### src/rtl/saph_trz_rasterizer_mp_if.sv
// Shape-input and pixel-group-output handshakes of the multi-lane trapezoid rasterizer.
// The master side feeds shapes and consumes groups; the slave side is the rasterizer.
interface saph_trz_rasterizer_mp_if #(
  parameter int LANES   = 4,
  parameter int COORD_W = 16,
  parameter int FRAC    = 8,
  parameter int COL_W   = 32
);
  localparam int XW = COORD_W + FRAC + 1;

  logic                 in_trig;
  logic                 in_ready;
  logic [COORD_W-1:0]   in_y_top;
  logic [COORD_W-1:0]   in_y_bot;
  logic signed [XW-1:0] in_xl;
  logic signed [XW-1:0] in_xr;
  logic signed [XW-1:0] in_dxl;
  logic signed [XW-1:0] in_dxr;
  logic [COL_W-1:0]     in_color;
  logic [COORD_W-1:0]   in_sc_x0;
  logic [COORD_W-1:0]   in_sc_x1;
  logic [COORD_W-1:0]   in_sc_y0;
  logic [COORD_W-1:0]   in_sc_y1;
  logic                 out_trig;
  logic [COORD_W-1:0]   out_x;
  logic [COORD_W-1:0]   out_y;
  logic [LANES-1:0]     out_mask;
  logic [COL_W-1:0]     out_color;
  logic                 out_ready;

  modport master (
    output in_trig, in_y_top, in_y_bot, in_xl, in_xr, in_dxl, in_dxr, in_color,
           in_sc_x0, in_sc_x1, in_sc_y0, in_sc_y1, out_ready,
    input  in_ready, out_trig, out_x, out_y, out_mask, out_color
  );

  modport slave (
    input  in_trig, in_y_top, in_y_bot, in_xl, in_xr, in_dxl, in_dxr, in_color,
           in_sc_x0, in_sc_x1, in_sc_y0, in_sc_y1, out_ready,
    output in_ready, out_trig, out_x, out_y, out_mask, out_color
  );
endinterface

### src/rtl/saph_trz_rasterizer_mp.sv
// Fixed-point trapezoid rasterizer: walks rows of a horizontal-edged trapezoid and
// emits LANES-aligned pixel groups with a coverage mask, clipped to a scissor box.
module saph_trz_rasterizer_mp #(
  parameter int LANES   = 4,
  parameter int COORD_W = 16,
  parameter int FRAC    = 8,
  parameter int COL_W   = 32
) (
  input logic                   clk,
  input logic                   rst,
  saph_trz_rasterizer_mp_if.slave bus
);
  localparam int AW = COORD_W + FRAC + 3;
  localparam int PW = COORD_W + 1;
  localparam logic signed [AW-1:0] ROUND_UP  = AW'((64'd1 << FRAC) - 64'd1);
  localparam logic [COORD_W-1:0]   LANE_LO   = COORD_W'(LANES - 1);
  localparam logic [PW-1:0]        LANE_STEP = PW'(LANES);

  typedef enum logic [1:0] {IDLE = 2'd0, SETUP = 2'd1, EMIT = 2'd2, NEXT = 2'd3} state_t;

  state_t                state_r, state_nxt_s;
  logic signed [AW-1:0]  xl_r, xr_r, dxl_r, dxr_r;
  logic [COORD_W-1:0]    y_r, y_bot_r, sc_x0_r, sc_x1_r, sc_y0_r, sc_y1_r;
  logic [COORD_W-1:0]    span_xs_r, span_xe_r, gx_r;
  logic                  in_ready_r, out_trig_r;
  logic [COORD_W-1:0]    out_x_r, out_y_r;
  logic [LANES-1:0]      out_mask_r;
  logic [COL_W-1:0]      out_color_r;

  logic signed [AW-1:0]  ceil_xl_s, ceil_xr_s, sc_x0_s, sc_x1_s, xs_s, xe_min_s, xe_s;
  logic [COORD_W-1:0]    clip_xs_s, clip_xe_s, first_gx_s;
  logic [PW-1:0]         gx_step_s;
  logic                  span_ok_s, more_s, accept_s, y_last_s;

  // Ceiling of a fixed-point edge position, i.e. the first pixel centre at or right of it.
  function automatic logic signed [AW-1:0] ceil_int(input logic signed [AW-1:0] v);
    ceil_int = (v + ROUND_UP) >>> FRAC;
  endfunction

  function automatic logic [LANES-1:0] group_mask(input logic [COORD_W-1:0] gx,
                                                  input logic [COORD_W-1:0] xs,
                                                  input logic [COORD_W-1:0] xe);
    logic [PW-1:0] px;
    group_mask = {LANES{1'b0}};
    for (int i = 0; i < LANES; i++) begin
      px = {1'b0, gx} + PW'(i);
      group_mask[i] = (px >= {1'b0, xs}) && (px < {1'b0, xe});
    end
  endfunction

  // Clipped span of the current row plus group-walk and handshake qualifiers.
  always_comb begin
    sc_x0_s    = AW'(sc_x0_r);
    sc_x1_s    = AW'(sc_x1_r);
    ceil_xl_s  = ceil_int(xl_r);
    ceil_xr_s  = ceil_int(xr_r);
    xs_s       = (ceil_xl_s < sc_x0_s) ? sc_x0_s : ceil_xl_s;
    xe_min_s   = (ceil_xr_s > sc_x1_s) ? sc_x1_s : ceil_xr_s;
    xe_s       = xe_min_s[AW-1] ? {AW{1'b0}} : xe_min_s;
    span_ok_s  = (y_r >= sc_y0_r) && (y_r < sc_y1_r) && (xs_s < xe_s) &&
                 (xs_s[AW-1:COORD_W] == {(AW-COORD_W){1'b0}}) &&
                 (xe_s[AW-1:COORD_W] == {(AW-COORD_W){1'b0}});
    clip_xs_s  = xs_s[COORD_W-1:0];
    clip_xe_s  = xe_s[COORD_W-1:0];
    first_gx_s = clip_xs_s & ~LANE_LO;
    gx_step_s  = {1'b0, gx_r} + LANE_STEP;
    more_s     = gx_step_s < {1'b0, span_xe_r};
    accept_s   = bus.in_trig && in_ready_r && (state_r == IDLE);
    y_last_s   = (y_r + COORD_W'(1)) == y_bot_r;
  end

  // Next-state decision of the row walker.
  always_comb begin
    state_nxt_s = state_r;
    case (state_r)
      IDLE: begin
        if (accept_s && (bus.in_y_top < bus.in_y_bot)) state_nxt_s = SETUP;
        else                                           state_nxt_s = IDLE;
      end
      SETUP: begin
        if (span_ok_s) state_nxt_s = EMIT;
        else           state_nxt_s = NEXT;
      end
      EMIT: begin
        if (bus.out_ready && !more_s) state_nxt_s = NEXT;
        else                          state_nxt_s = EMIT;
      end
      NEXT: begin
        if (y_last_s) state_nxt_s = IDLE;
        else          state_nxt_s = SETUP;
      end
      default: state_nxt_s = IDLE;
    endcase
  end

  // State register.
  always_ff @(posedge clk) begin
    if (rst) state_r <= IDLE;
    else     state_r <= state_nxt_s;
  end

  // Shape capture, edge stepping and registered group outputs.
  always_ff @(posedge clk) begin
    if (rst) begin
      in_ready_r  <= 1'b0;
      out_trig_r  <= 1'b0;
      out_x_r     <= {COORD_W{1'b0}};
      out_y_r     <= {COORD_W{1'b0}};
      out_mask_r  <= {LANES{1'b0}};
      out_color_r <= {COL_W{1'b0}};
      xl_r        <= {AW{1'b0}};
      xr_r        <= {AW{1'b0}};
      dxl_r       <= {AW{1'b0}};
      dxr_r       <= {AW{1'b0}};
      y_r         <= {COORD_W{1'b0}};
      y_bot_r     <= {COORD_W{1'b0}};
      sc_x0_r     <= {COORD_W{1'b0}};
      sc_x1_r     <= {COORD_W{1'b0}};
      sc_y0_r     <= {COORD_W{1'b0}};
      sc_y1_r     <= {COORD_W{1'b0}};
      span_xs_r   <= {COORD_W{1'b0}};
      span_xe_r   <= {COORD_W{1'b0}};
      gx_r        <= {COORD_W{1'b0}};
    end else begin
      // Ready lags the return to IDLE by one cycle and drops on the accepting edge.
      in_ready_r <= (state_r == IDLE) && !accept_s;
      case (state_r)
        IDLE: begin
          if (accept_s) begin
            xl_r        <= AW'(bus.in_xl);
            xr_r        <= AW'(bus.in_xr);
            dxl_r       <= AW'(bus.in_dxl);
            dxr_r       <= AW'(bus.in_dxr);
            y_r         <= bus.in_y_top;
            y_bot_r     <= bus.in_y_bot;
            sc_x0_r     <= bus.in_sc_x0;
            sc_x1_r     <= bus.in_sc_x1;
            sc_y0_r     <= bus.in_sc_y0;
            sc_y1_r     <= bus.in_sc_y1;
            out_color_r <= bus.in_color;
          end
        end
        SETUP: begin
          if (span_ok_s) begin
            span_xs_r  <= clip_xs_s;
            span_xe_r  <= clip_xe_s;
            gx_r       <= first_gx_s;
            out_x_r    <= first_gx_s;
            out_y_r    <= y_r;
            out_mask_r <= group_mask(first_gx_s, clip_xs_s, clip_xe_s);
            out_trig_r <= 1'b1;
          end
        end
        EMIT: begin
          if (bus.out_ready) begin
            if (more_s) begin
              gx_r       <= gx_step_s[COORD_W-1:0];
              out_x_r    <= gx_step_s[COORD_W-1:0];
              out_mask_r <= group_mask(gx_step_s[COORD_W-1:0], span_xs_r, span_xe_r);
            end else begin
              out_trig_r <= 1'b0;
            end
          end
        end
        NEXT: begin
          xl_r <= xl_r + dxl_r;
          xr_r <= xr_r + dxr_r;
          y_r  <= y_r + COORD_W'(1);
        end
        default: out_trig_r <= 1'b0;
      endcase
    end
  end

  assign bus.in_ready  = in_ready_r;
  assign bus.out_trig  = out_trig_r;
  assign bus.out_x     = out_x_r;
  assign bus.out_y     = out_y_r;
  assign bus.out_mask  = out_mask_r;
  assign bus.out_color = out_color_r;
endmodule

### src/flat_wrapper.sv
// flat-port wrapper written by rule: the top's interface ports become plain ports
module saph_trz_rasterizer_mp_flat 
#(
  parameter int LANES   = 4,
  parameter int COORD_W = 16,
  parameter int FRAC    = 8,
  parameter int COL_W   = 32
)
  (clk, rst, bus_in_trig, bus_in_y_top, bus_in_y_bot, bus_in_xl, bus_in_xr, bus_in_dxl, bus_in_dxr, bus_in_color, bus_in_sc_x0, bus_in_sc_x1, bus_in_sc_y0, bus_in_sc_y1, bus_out_ready, bus_in_ready, bus_out_trig, bus_out_x, bus_out_y, bus_out_mask, bus_out_color);
  saph_trz_rasterizer_mp_if #(.LANES(LANES), .COORD_W(COORD_W), .FRAC(FRAC), .COL_W(COL_W)) bus_i ();
  input logic clk;
  input logic rst;
  input wire logic [$bits(bus_i.in_trig)-1:0] bus_in_trig;
  input wire logic [$bits(bus_i.in_y_top)-1:0] bus_in_y_top;
  input wire logic [$bits(bus_i.in_y_bot)-1:0] bus_in_y_bot;
  input wire logic [$bits(bus_i.in_xl)-1:0] bus_in_xl;
  input wire logic [$bits(bus_i.in_xr)-1:0] bus_in_xr;
  input wire logic [$bits(bus_i.in_dxl)-1:0] bus_in_dxl;
  input wire logic [$bits(bus_i.in_dxr)-1:0] bus_in_dxr;
  input wire logic [$bits(bus_i.in_color)-1:0] bus_in_color;
  input wire logic [$bits(bus_i.in_sc_x0)-1:0] bus_in_sc_x0;
  input wire logic [$bits(bus_i.in_sc_x1)-1:0] bus_in_sc_x1;
  input wire logic [$bits(bus_i.in_sc_y0)-1:0] bus_in_sc_y0;
  input wire logic [$bits(bus_i.in_sc_y1)-1:0] bus_in_sc_y1;
  input wire logic [$bits(bus_i.out_ready)-1:0] bus_out_ready;
  output wire logic [$bits(bus_i.in_ready)-1:0] bus_in_ready;
  output wire logic [$bits(bus_i.out_trig)-1:0] bus_out_trig;
  output wire logic [$bits(bus_i.out_x)-1:0] bus_out_x;
  output wire logic [$bits(bus_i.out_y)-1:0] bus_out_y;
  output wire logic [$bits(bus_i.out_mask)-1:0] bus_out_mask;
  output wire logic [$bits(bus_i.out_color)-1:0] bus_out_color;
  assign bus_i.in_trig = bus_in_trig;
  assign bus_i.in_y_top = bus_in_y_top;
  assign bus_i.in_y_bot = bus_in_y_bot;
  assign bus_i.in_xl = bus_in_xl;
  assign bus_i.in_xr = bus_in_xr;
  assign bus_i.in_dxl = bus_in_dxl;
  assign bus_i.in_dxr = bus_in_dxr;
  assign bus_i.in_color = bus_in_color;
  assign bus_i.in_sc_x0 = bus_in_sc_x0;
  assign bus_i.in_sc_x1 = bus_in_sc_x1;
  assign bus_i.in_sc_y0 = bus_in_sc_y0;
  assign bus_i.in_sc_y1 = bus_in_sc_y1;
  assign bus_i.out_ready = bus_out_ready;
  assign bus_in_ready = bus_i.in_ready;
  assign bus_out_trig = bus_i.out_trig;
  assign bus_out_x = bus_i.out_x;
  assign bus_out_y = bus_i.out_y;
  assign bus_out_mask = bus_i.out_mask;
  assign bus_out_color = bus_i.out_color;
  saph_trz_rasterizer_mp #(.LANES(LANES), .COORD_W(COORD_W), .FRAC(FRAC), .COL_W(COL_W)) u_core (.clk(clk), .rst(rst), .bus(bus_i));
endmodule
### config.mk
export PLATFORM = sky130hd
export DESIGN_NAME = saph_trz_rasterizer_mp_flat
export DESIGN_NICKNAME = d
export VERILOG_FILES = /design/src/rtl/saph_trz_rasterizer_mp_if.sv /design/src/rtl/saph_trz_rasterizer_mp.sv /design/src/flat_wrapper.sv
export SDC_FILE = /design/constraint.sdc
export NUM_CORES = 1
export LEC_CHECK = 0
export CORE_MARGIN = 4
export CORE_UTILIZATION = 40
export DETAILED_ROUTE_END_ITERATION = 16
export SYNTH_ARGS = -nofsm -noshare
export SYNTH_HDL_FRONTEND = slang
export SYNTH_SLANG_ARGS = --single-unit
### constraint.sdc
create_clock -name clk -period 9.6 [get_ports clk]
set_input_delay 2.88 -clock clk [delete_from_list [all_inputs] [get_ports clk]]
set_output_delay 2.88 -clock clk [all_outputs]
set_load 0.01 [all_outputs]
==> results by group <==
Power
  – Worst vdd ir: 100 uV
  – Pwr per Cell Area: 161 mW/mm^2
  – Pwr Total: 0.00403 W
  – Leak pwr: 9.63 nW

GRT
  – Total Routing Usage GR: 23.9%
  – Vias in the first global route: 18.9k
  – Initial antenna violation count: 4
  – Pin count of the biggest net entering global routing: 155
  – First-pass GRT wire length: 104,000 um
  – Gr ovfl total: 0

Setup path
  – WP data arrival: 8.41 ns
  – Max FO, Critical Path: 30
  – CP endpoint kind: flip-flop
  – Worst setup SP type: flip-flop
  – Critical Path RT: 10.03 ns
  – Kind of critical path: reg -> reg

Yosys
  – Synth top area share: 29.7%
  – Number of flops mapped to enable cells by yosys: 0
  – Seq cells post-synth: 302
  – Synth Warn #: 0
  – Synth Instances: 2,652
  – Async set or reset register ratio after synthesis: 0%
  – Syn avg cell area: 7.68 um^2
  – Post-synth top area cell: dfxtp_1
  – Register area share after synthesis: 29.7%
  – Synth top area cells: dfxtp_1 (30%), ha_1 (15%), nand2_1 (9.3%)
  – Post-synthesis cell type count: 80
  – Mapped cell area: 0.0204 mm^2
  – Top FF cell, synth: dfxtp_1

Timing
  – Min cycle time layout: 7.98 ns
  – RSZ-0062 raised after global routing: no
  – Final setup viols: 0
  – Worst Max-Slew Pin Slew: 1.14 ns
  – Final period utilization: 83.1%
  – Slew margin rel.: 23.5%
  – Final hold vios: 0
  – F_max: 0.125 GHz
  – Final Max Tran Viols: 0
  – Setup Skew: 0.0232 ns
  – Setup_tns: 0 ns

Placed design
  – DP HPWL: 51,400 um
  – RD Place Congestion: 0.940
  – Dpl cell area: 0.0239 mm^2
  – # port buffers: 299

Final layout
  – Layout cells sized above 1: 3.86%
  – P&R area growth vs syn: 22.9%
  – Nets: 3,346
  – Final instance area: 0.0250 mm^2
  – Layout fillers: 4,944

Clocking
  – CTS tree: done
  – CTS Hold Buffers Added: 0
  – Clock transition at path regs: 0.06 ns
  – Clk_lat worst skew: 0.56 ns
  – CTS Buf Count: 35
  – CTS max path bufs: 3
  – Post-CTS sizing: 0
  – # clock sinks: 302
  – Post-CTS setup buffer count: 0
  – H-Tree Depth: 2
  – Clock Tree Root: clkbuf_16

Worst hold path
  – Hold Path Class: reg -> reg

Route
  – # DRC: 0
  – Via count: 19.5k
  – Drt wl/cell: 18.7 um
  – DRT antenna net count: 0
  – Initial DRT Pass Iterations: 5
  – Total Wirelength: 67,000 um
  – Vias per Instance: 5.47
  – Number of DRC markers in iteration 0: 1,198

Run
  – Max cap viols: 0

Floorplanning
  – FP Rows: 82
  – Core ar.: 0.0503 mm^2
  – Die span in x: 234 um
  – Num ports: 302
  – Starting density of the core: 40.5%
  – Die ar.: 0.0546 mm^2
  – Die Y-Extent: 234 um

Outcome
  – Status: finished, final reports clean
[routing by layer]
metal  up-vias  wire length [um]  track usage, %
met3       140              3820            4.62
met4         6              2650            8.80
met5         -                43               0
met1      9144             28900            30.4
li1       9704                 -               -
met2       541             31500            40.1
[critical path, stage by stage, from the launching register on]
cell and delay, ns:
dfxtp_1 0.44, nand4_1 0.18, a2111oi_2 0.61, and3_1 0.29
and3_1 0.21, nand2_1 0.08, xnor2_1 0.20, ha_1 0.28
a21o_1 0.18, a21oi_1 0.13, o21ai_0 0.14, nor4b_1 0.64
a2bb2oi_2 0.85, mux2_2 0.42, nand2_1 0.10, ha_1 0.27
a21o_1 0.18, a21o_1 0.18, a21oi_1 0.21, o2111ai_1 0.16
a31oi_1 0.31, nand3_1 0.19, o32ai_4 0.34, buf_4 0.40
a2bb2oi_2 0.47, nand2b_1 0.22, o32ai_1 0.18
[report_power, final]
| group | internal [W] | switching, W |
|---|---|---|
| clock | 0.000794 | 0.000558 |
| combinational | 0.000524 | 0.000742 |
| sequential | 0.00133 | 0.0000812 |
| total | 0.00264 | 0.00138 |
[cell type report]
cell class                      instances  area, um^2  area share (%)
Inverter                              151         567            2.27
Clock buffer                           50        1010            4.05
Antenna cell                            1        2.50          0.0100
Clock inverter                         14         139           0.555
Tap cell                              672         841            3.36
Sequential cell                       302        6050            24.2
Timing Repair Buffer                  316        3130            12.5
Multi-Input combinational cell       2068       13300            53.1
[cells by family (layout without fill, tap and decap cells)]
kind of cell | count (synthesis) | count (layout) | synth area share, %
buf+inv | 284 | 531 | 5.35
flops | 302 | 302 | 29.7
fa+ha+maj | 240 | 240 | 14.8
other cells | 2 | 5 | 0.0369
simple gates | 933 | 933 | 20.2
compound gates | 699 | 699 | 21.2
xor+xnor | 130 | 130 | 5.59
mux | 62 | 62 | 3.10
[Yosys cell counts, drive strengths merged, types with 5 or more instances]
cell	n
o21a	25
inv	149
buf	19
o21ai	95
nor2	181
and2	9
a22oi	9
or4	5
a211o	10
a31oi	18
o2111ai	9
nand2	506
o31ai	13
mux2i	53
or2	5
xnor2	90
a21o	46
a21oi	329
nor3	42
a221o	5
dfxtp	302
nand2b	13
o32ai	7
nor2b	42
o211ai	10
mux2	9
o21bai	5
nand4	25
nor4	9
and4	5
clkbuf	114
a211oi	72
nand3b	5
or3	10
nor3b	7
ha	238
a2111oi	11
and3	15
xor2	40
nand3	46
[stage by stage]
stage	hold WS, ns	std cells	worst slack, ns	utilization [%]
2_1_floorplan	0.432	2654	3.49	-
3_3_place_gp	0.442	3509	2.09	47.5
3_5_place_dp	0.443	3509	1.70	47.5
4_1_cts	0.451	3573	1.65	49.7
5_1_grt	0.473	3574	0.956	49.8
6_report	0.450	3574	1.62	49.8
[path summary, 6_finish.rpt]
| kind | from | endpoint | slack (ns) | depth (start not counted) |
|---|---|---|---|---|
| setup / recovery | u_core.xr_r[11]$_SDFFE_PP0P_ | u_core.bus.out_x[8]$_SDFFE_PP0P_ | 1.62 | 26 |
| hold / removal | u_core.bus.out_color[29]$_SDFFE_PP0P_ | u_core.bus.out_color[29]$_SDFFE_PP0P_ | 0.45 | 2 |
| setup reg to reg | u_core.xr_r[11]$_SDFFE_PP0P_ | u_core.bus.out_x[8]$_SDFFE_PP0P_ | 1.62 | 26 |
| hold reg to reg | u_core.bus.out_color[29]$_SDFFE_PP0P_ | u_core.bus.out_color[29]$_SDFFE_PP0P_ | 0.45 | 2 |
[registers in the layout, indices dropped and copies added (netlist names), 4 cells and up]
register,flops
u_core.dxl_r,25
u_core.span_xe_r,16
u_core.bus.out_x,14
u_core.bus.out_y,16
u_core.bus.out_color,32
u_core.dxr_r,25
u_core.sc_x0_r,16
u_core.xl_r,27
u_core.span_xs_r,16
u_core.y_r,16
u_core.sc_x1_r,16
u_core.bus.out_mask,4
u_core.sc_y0_r,16
u_core.y_bot_r,16
u_core.xr_r,27
u_core.sc_y1_r,16
[cells in the final DEF, fill, tap and decap left out, drive strengths merged, types with 46 or more instances in the layout]
cell | synthesis | final
clkdlybuf4s50 | 0 | 298
inv | 149 | 153
nand3 | 46 | 46
clkbuf | 114 | 50
dfxtp | 302 | 302
nor2 | 181 | 181
ha | 238 | 238
a21oi | 329 | 329
a21o | 46 | 46
mux2i | 53 | 53
nand2 | 506 | 506
o21ai | 95 | 95
xnor2 | 90 | 90
a211oi | 72 | 72
(Power assumes the default switching activity.)
==> RTL edit 1, RTL diff (same flow settings) <==
`COL_W` is set to 32 in 3 places; all go to 64.
--- a/src/rtl/saph_trz_rasterizer_mp_if.sv
+++ b/src/rtl/saph_trz_rasterizer_mp_if.sv
@@ -6,3 +6,3 @@
   parameter int FRAC    = 8,
-  parameter int COL_W   = 32
+  parameter int COL_W   = 64
 );
--- a/src/rtl/saph_trz_rasterizer_mp.sv
+++ b/src/rtl/saph_trz_rasterizer_mp.sv
@@ -6,3 +6,3 @@
   parameter int FRAC    = 8,
-  parameter int COL_W   = 32
+  parameter int COL_W   = 64
 ) (
--- a/src/flat_wrapper.sv
+++ b/src/flat_wrapper.sv
@@ -6,3 +6,3 @@
   parameter int FRAC    = 8,
-  parameter int COL_W   = 32
+  parameter int COL_W   = 64
 )
Ports: changed (resized bus_in_color and bus_out_color); port bits go from 302 to 366. The function was not compared with the original's and may differ.
==> RTL edit 1 against the unedited design <==
- sequential cell count up 32
- area after synthesis up 5.4%
- clock skew up 0.0015 ns
- setup slack worse by 0.10 ns
- wire length up 7.4%
- design area up 7.7%
- via count up 4.2%
- critical endpoint is now u_core.span_xs_r[12]
Power is not compared: it rests on default switching activity, and its combinational part moved more than twofold at a synthesized area within 25%.
==> RTL edit 1: results (changes against the unedited design) <==
- P per Cell Area: 324 nW/µm²
- Pin count of the biggest net entering global routing: 195 (was 155)
- First-pass GRT wire length: 111,000 µm (was 104,000 µm)
- Routability congestion estimate: 0.934 (was 0.940)
- Share of cells above drive strength 1: 0.0385 (was 0.0386)
- Reg2reg end: u_core.span_xs_r[12] (was u_core.bus.out_x[8])
- Worst flop-to-flop path startpoint: u_core.xr_r[1] (was u_core.xr_r[11])
- Vias/cell: 5.42 (was 5.47)
- Status: completed (unchanged)
- WL final: 71,900 µm (was 67,000 µm)
- Total global-route track usage: 0.242 (was 0.239)
- Post-DP HPWL: 54,900 µm (was 51,400 µm)
- Flop2flop setup slack: 1.52 ns (was 1.62 ns)
- Worst path arrival time: 8.48 ns (was 8.41 ns)
- DP Area: 25,600 µm² (was 23,900 µm²)
- # H-tree levels: 2 (unchanged)
- Synth cell count leaders: nand2_1, a21oi_1, dfxtp_1 (unchanged)
- Clock Skew: 0.0247 ns (was 0.0232 ns)
- Syn avg cell area: 7.79 µm² (was 7.68 µm²)
- Pre-CTS WS: 1.63 ns (was 1.70 ns)
- Port-buffer cells: 363 (was 299)
- CP Max Fanout: 19 (was 30)
- CTS Buf Count: 41 (was 35)
- Worst hold start: u_core.bus.out_color[15] (was u_core.bus.out_color[29])
- Synth area leaders: dfxtp_1, ha_1, nand2_1, a21oi_1, mux2i_1 (was dfxtp_1, ha_1, nand2_1, a21oi_1, xnor2_1)
- Worst relative slew slack: 0.216 (was 0.235)
- Fmax: 124 MHz (was 125 MHz)
- Slowest stage delay, CP: 0.96 ns (was 0.85 ns)
- Finished Layout Cells: 3,757 (was 3,574)
- Reg2reg path depth: 27 (was 26)
- Register area share after synthesis: 0.312 (was 0.297)
- WHS: 0.451 ns (was 0.450 ns)
- CP max-delay cell: a311oi_4 (was a2bb2oi_2)
- Critical path destination: u_core.span_xs_r[12] (was u_core.bus.out_x[8])
- Vias in the first global route: 19,979 (was 18,914)
- Dpl cells: 3,680 (was 3,509)
- Kind of critical path: reg2reg (unchanged)
==> RTL edit 1: cells by family (layout without fill, tap and decap cells) <==
kind of cell             after synthesis  in the layout  share of synthesized area
AND/OR/NAND/NOR                      959            959                      0.194
AO/OA/AOI/OAI                        700            700                      0.203
flip-flops                           334            334                      0.312
XOR/XNOR                             132            132                     0.0539
multiplexers                          90             90                     0.0422
other                                  2              8                   0.000350
buffers and inverters                296            606                     0.0538
adder cells (fa/ha/maj)              240            240                      0.141
==> RTL edit 1: metal layers <==
layer	global-route usage	vias up	routed length (µm)
li1	-	10176	-
met1	0.322	9569	32300
met2	0.407	508	33400
met3	0.0545	86	4880
met4	0.0484	8	1240
met5	0	-	51
==> RTL edit 1: cell type report <==
class | count | area, µm²
inverters | 153 | 574
fillers | 5098 | 25900
multi-input cells | 2125 | 13700
clock inverters | 9 | 83.8
diodes | 4 | 10.0
flip-flops and latches | 334 | 6690
clock buffers | 64 | 1250
well taps | 688 | 861
repair buffers | 380 | 3780
==> RTL edit 2, RTL diff (same settings) <==
Without the edit above. Re-encode `state_t` (4 states) as one-hot, 4 bits wide.
--- a/src/rtl/saph_trz_rasterizer_mp.sv
+++ b/src/rtl/saph_trz_rasterizer_mp.sv
@@ -18,3 +18,3 @@
 
-  typedef enum logic [1:0] {IDLE = 2'd0, SETUP = 2'd1, EMIT = 2'd2, NEXT = 2'd3} state_t;
+  typedef enum logic [3:0] {IDLE = 4'b0001, SETUP = 4'b0010, EMIT = 4'b0100, NEXT = 4'b1000} state_t;
 
Function: no difference found for any inputs over 4 cycles, from zero or initial values and one cycle with rst high; so few cycles prove little.
==> RTL edit 2 against the unedited design <==
- design area is 0.60% lower
- highest routed layer unchanged
- power is 6.2% higher
- critical path type unchanged
- wire length is 2.0% higher
- setup slack better by 0.26 ns
- clock power is 4% higher
- via count is 1.1% higher
- sequential share of layout area is 0.31 points higher
- area after synthesis is 0.79% lower
- die area is 0.76% lower
- sequential cell count is 2 higher
==> RTL edit 2: results (changes against the unedited design) <==
- First-pass GRT wire length: 107,000 µm (was 104,000 µm)
- Initial antenna violation count: 3 (was 4)
- Worst vdd rail ir drop: 138 µV (was 100 µV)
- Met2 WL: 32,200 µm (was 31,500 µm)
- Vias/cell: 5.51 (was 5.47)
- Seq group: 1.45 mW (was 1.41 mW)
- Worst relative slew slack: 0.236 (was 0.235)
- Lkg Pwr: 10.1 nW (was 9.63 nW)
- Synth cell count leaders: nand2_1, a21oi_1, dfxtp_1 (unchanged)
- DR vias: 19,748 (was 19,535)
- CTS Buf Count: 37 (was 35)
- Pint: 2.74 mW (was 2.64 mW)
- WL final: 68,300 µm (was 67,000 µm)
- 1st-iter DRT viols: 1,212 (was 1,198)
- CP Max Fanout: 35 (was 30)
- Slowest stage delay, CP: 0.90 ns (was 0.85 ns)
- DP Area: 23,700 µm² (was 23,900 µm²)
- Synth area leaders: dfxtp_1, ha_1, nand2_1, a21oi_1, xnor2_1 (unchanged)
- Routability congestion estimate: 0.940 (about the same)
- Register area share after synthesis: 0.301 (was 0.297)
- Met3 Usage GRT: 0.0382 (was 0.0462)
- CP max-delay cell: a21oi_2 (was a2bb2oi_2)
- Status: completed (unchanged)
- Total global-route track usage: 0.245 (was 0.239)
- Global-route track usage on met1: 0.322 (was 0.304)
- Pin count of the biggest net entering global routing: 114 (was 155)
## RTL edit 2: changes by cell type in the layout (fill, tap and decap cells not counted), moves of 10 or more
cell      change
a211oi_1     -49
a21o_1       +16
a311oi_1     +23
and3_1       +14
mux2i_1      -42
nand2_1      +65
nand3_1      +18
nor2_1       -16
nor2b_1      -23
xnor2_1      -10
xor2_1       +11
## RTL edit 2: area by class of cell
cell class / count / area, µm² / share of cell area
multi-input combinational: 2078 / 13100 / 0.525
sequential: 304 / 6090 / 0.245
timing repair buffer: 317 / 3130 / 0.126
clock buffer: 53 / 1060 / 0.0425
tap: 672 / 841 / 0.0338
inverter: 141 / 529 / 0.0213
clock inverter: 14 / 149 / 0.00599
antenna: 2 / 5.00 / 0.000201
## RTL edit 2: cell families after synthesis
| group | after synthesis | share of synthesized area |
|---|---|---|
| compound gates | 701 | 0.219 |
| xor+xnor | 131 | 0.0568 |
| fa+ha+maj | 235 | 0.146 |
| buf+inv | 284 | 0.0542 |
| flops | 304 | 0.301 |
| mux | 13 | 0.00657 |
| other cells | 2 | 0.000372 |
| simple gates | 994 | 0.215 |
## RTL edit 2: worst paths after layout
path	to	slack (ns)	startpoint	cells after the start
max reg2reg	u_core.bus.out_mask[1]	1.88	u_core.xr_r[4]	25
min reg2reg	u_core.span_xs_r[14]	0.45	u_core.span_xs_r[14]	2
max	u_core.bus.out_mask[1]	1.88	u_core.xr_r[4]	25
min	u_core.span_xs_r[14]	0.45	u_core.span_xs_r[14]	2
## RTL edit 2: worst max-delay path: cells and delay by family (launching register included)
| family | cells | cell delay (ns) |
|---|---|---|
| simple gates | 11 | 2.98 |
| xor+xnor | 1 | 0.22 |
| compound gates | 8 | 2.68 |
| fa+ha+maj | 2 | 0.63 |
| buf+inv | 2 | 0.57 |
| flops | 1 | 0.32 |
| mux | 1 | 0.18 |
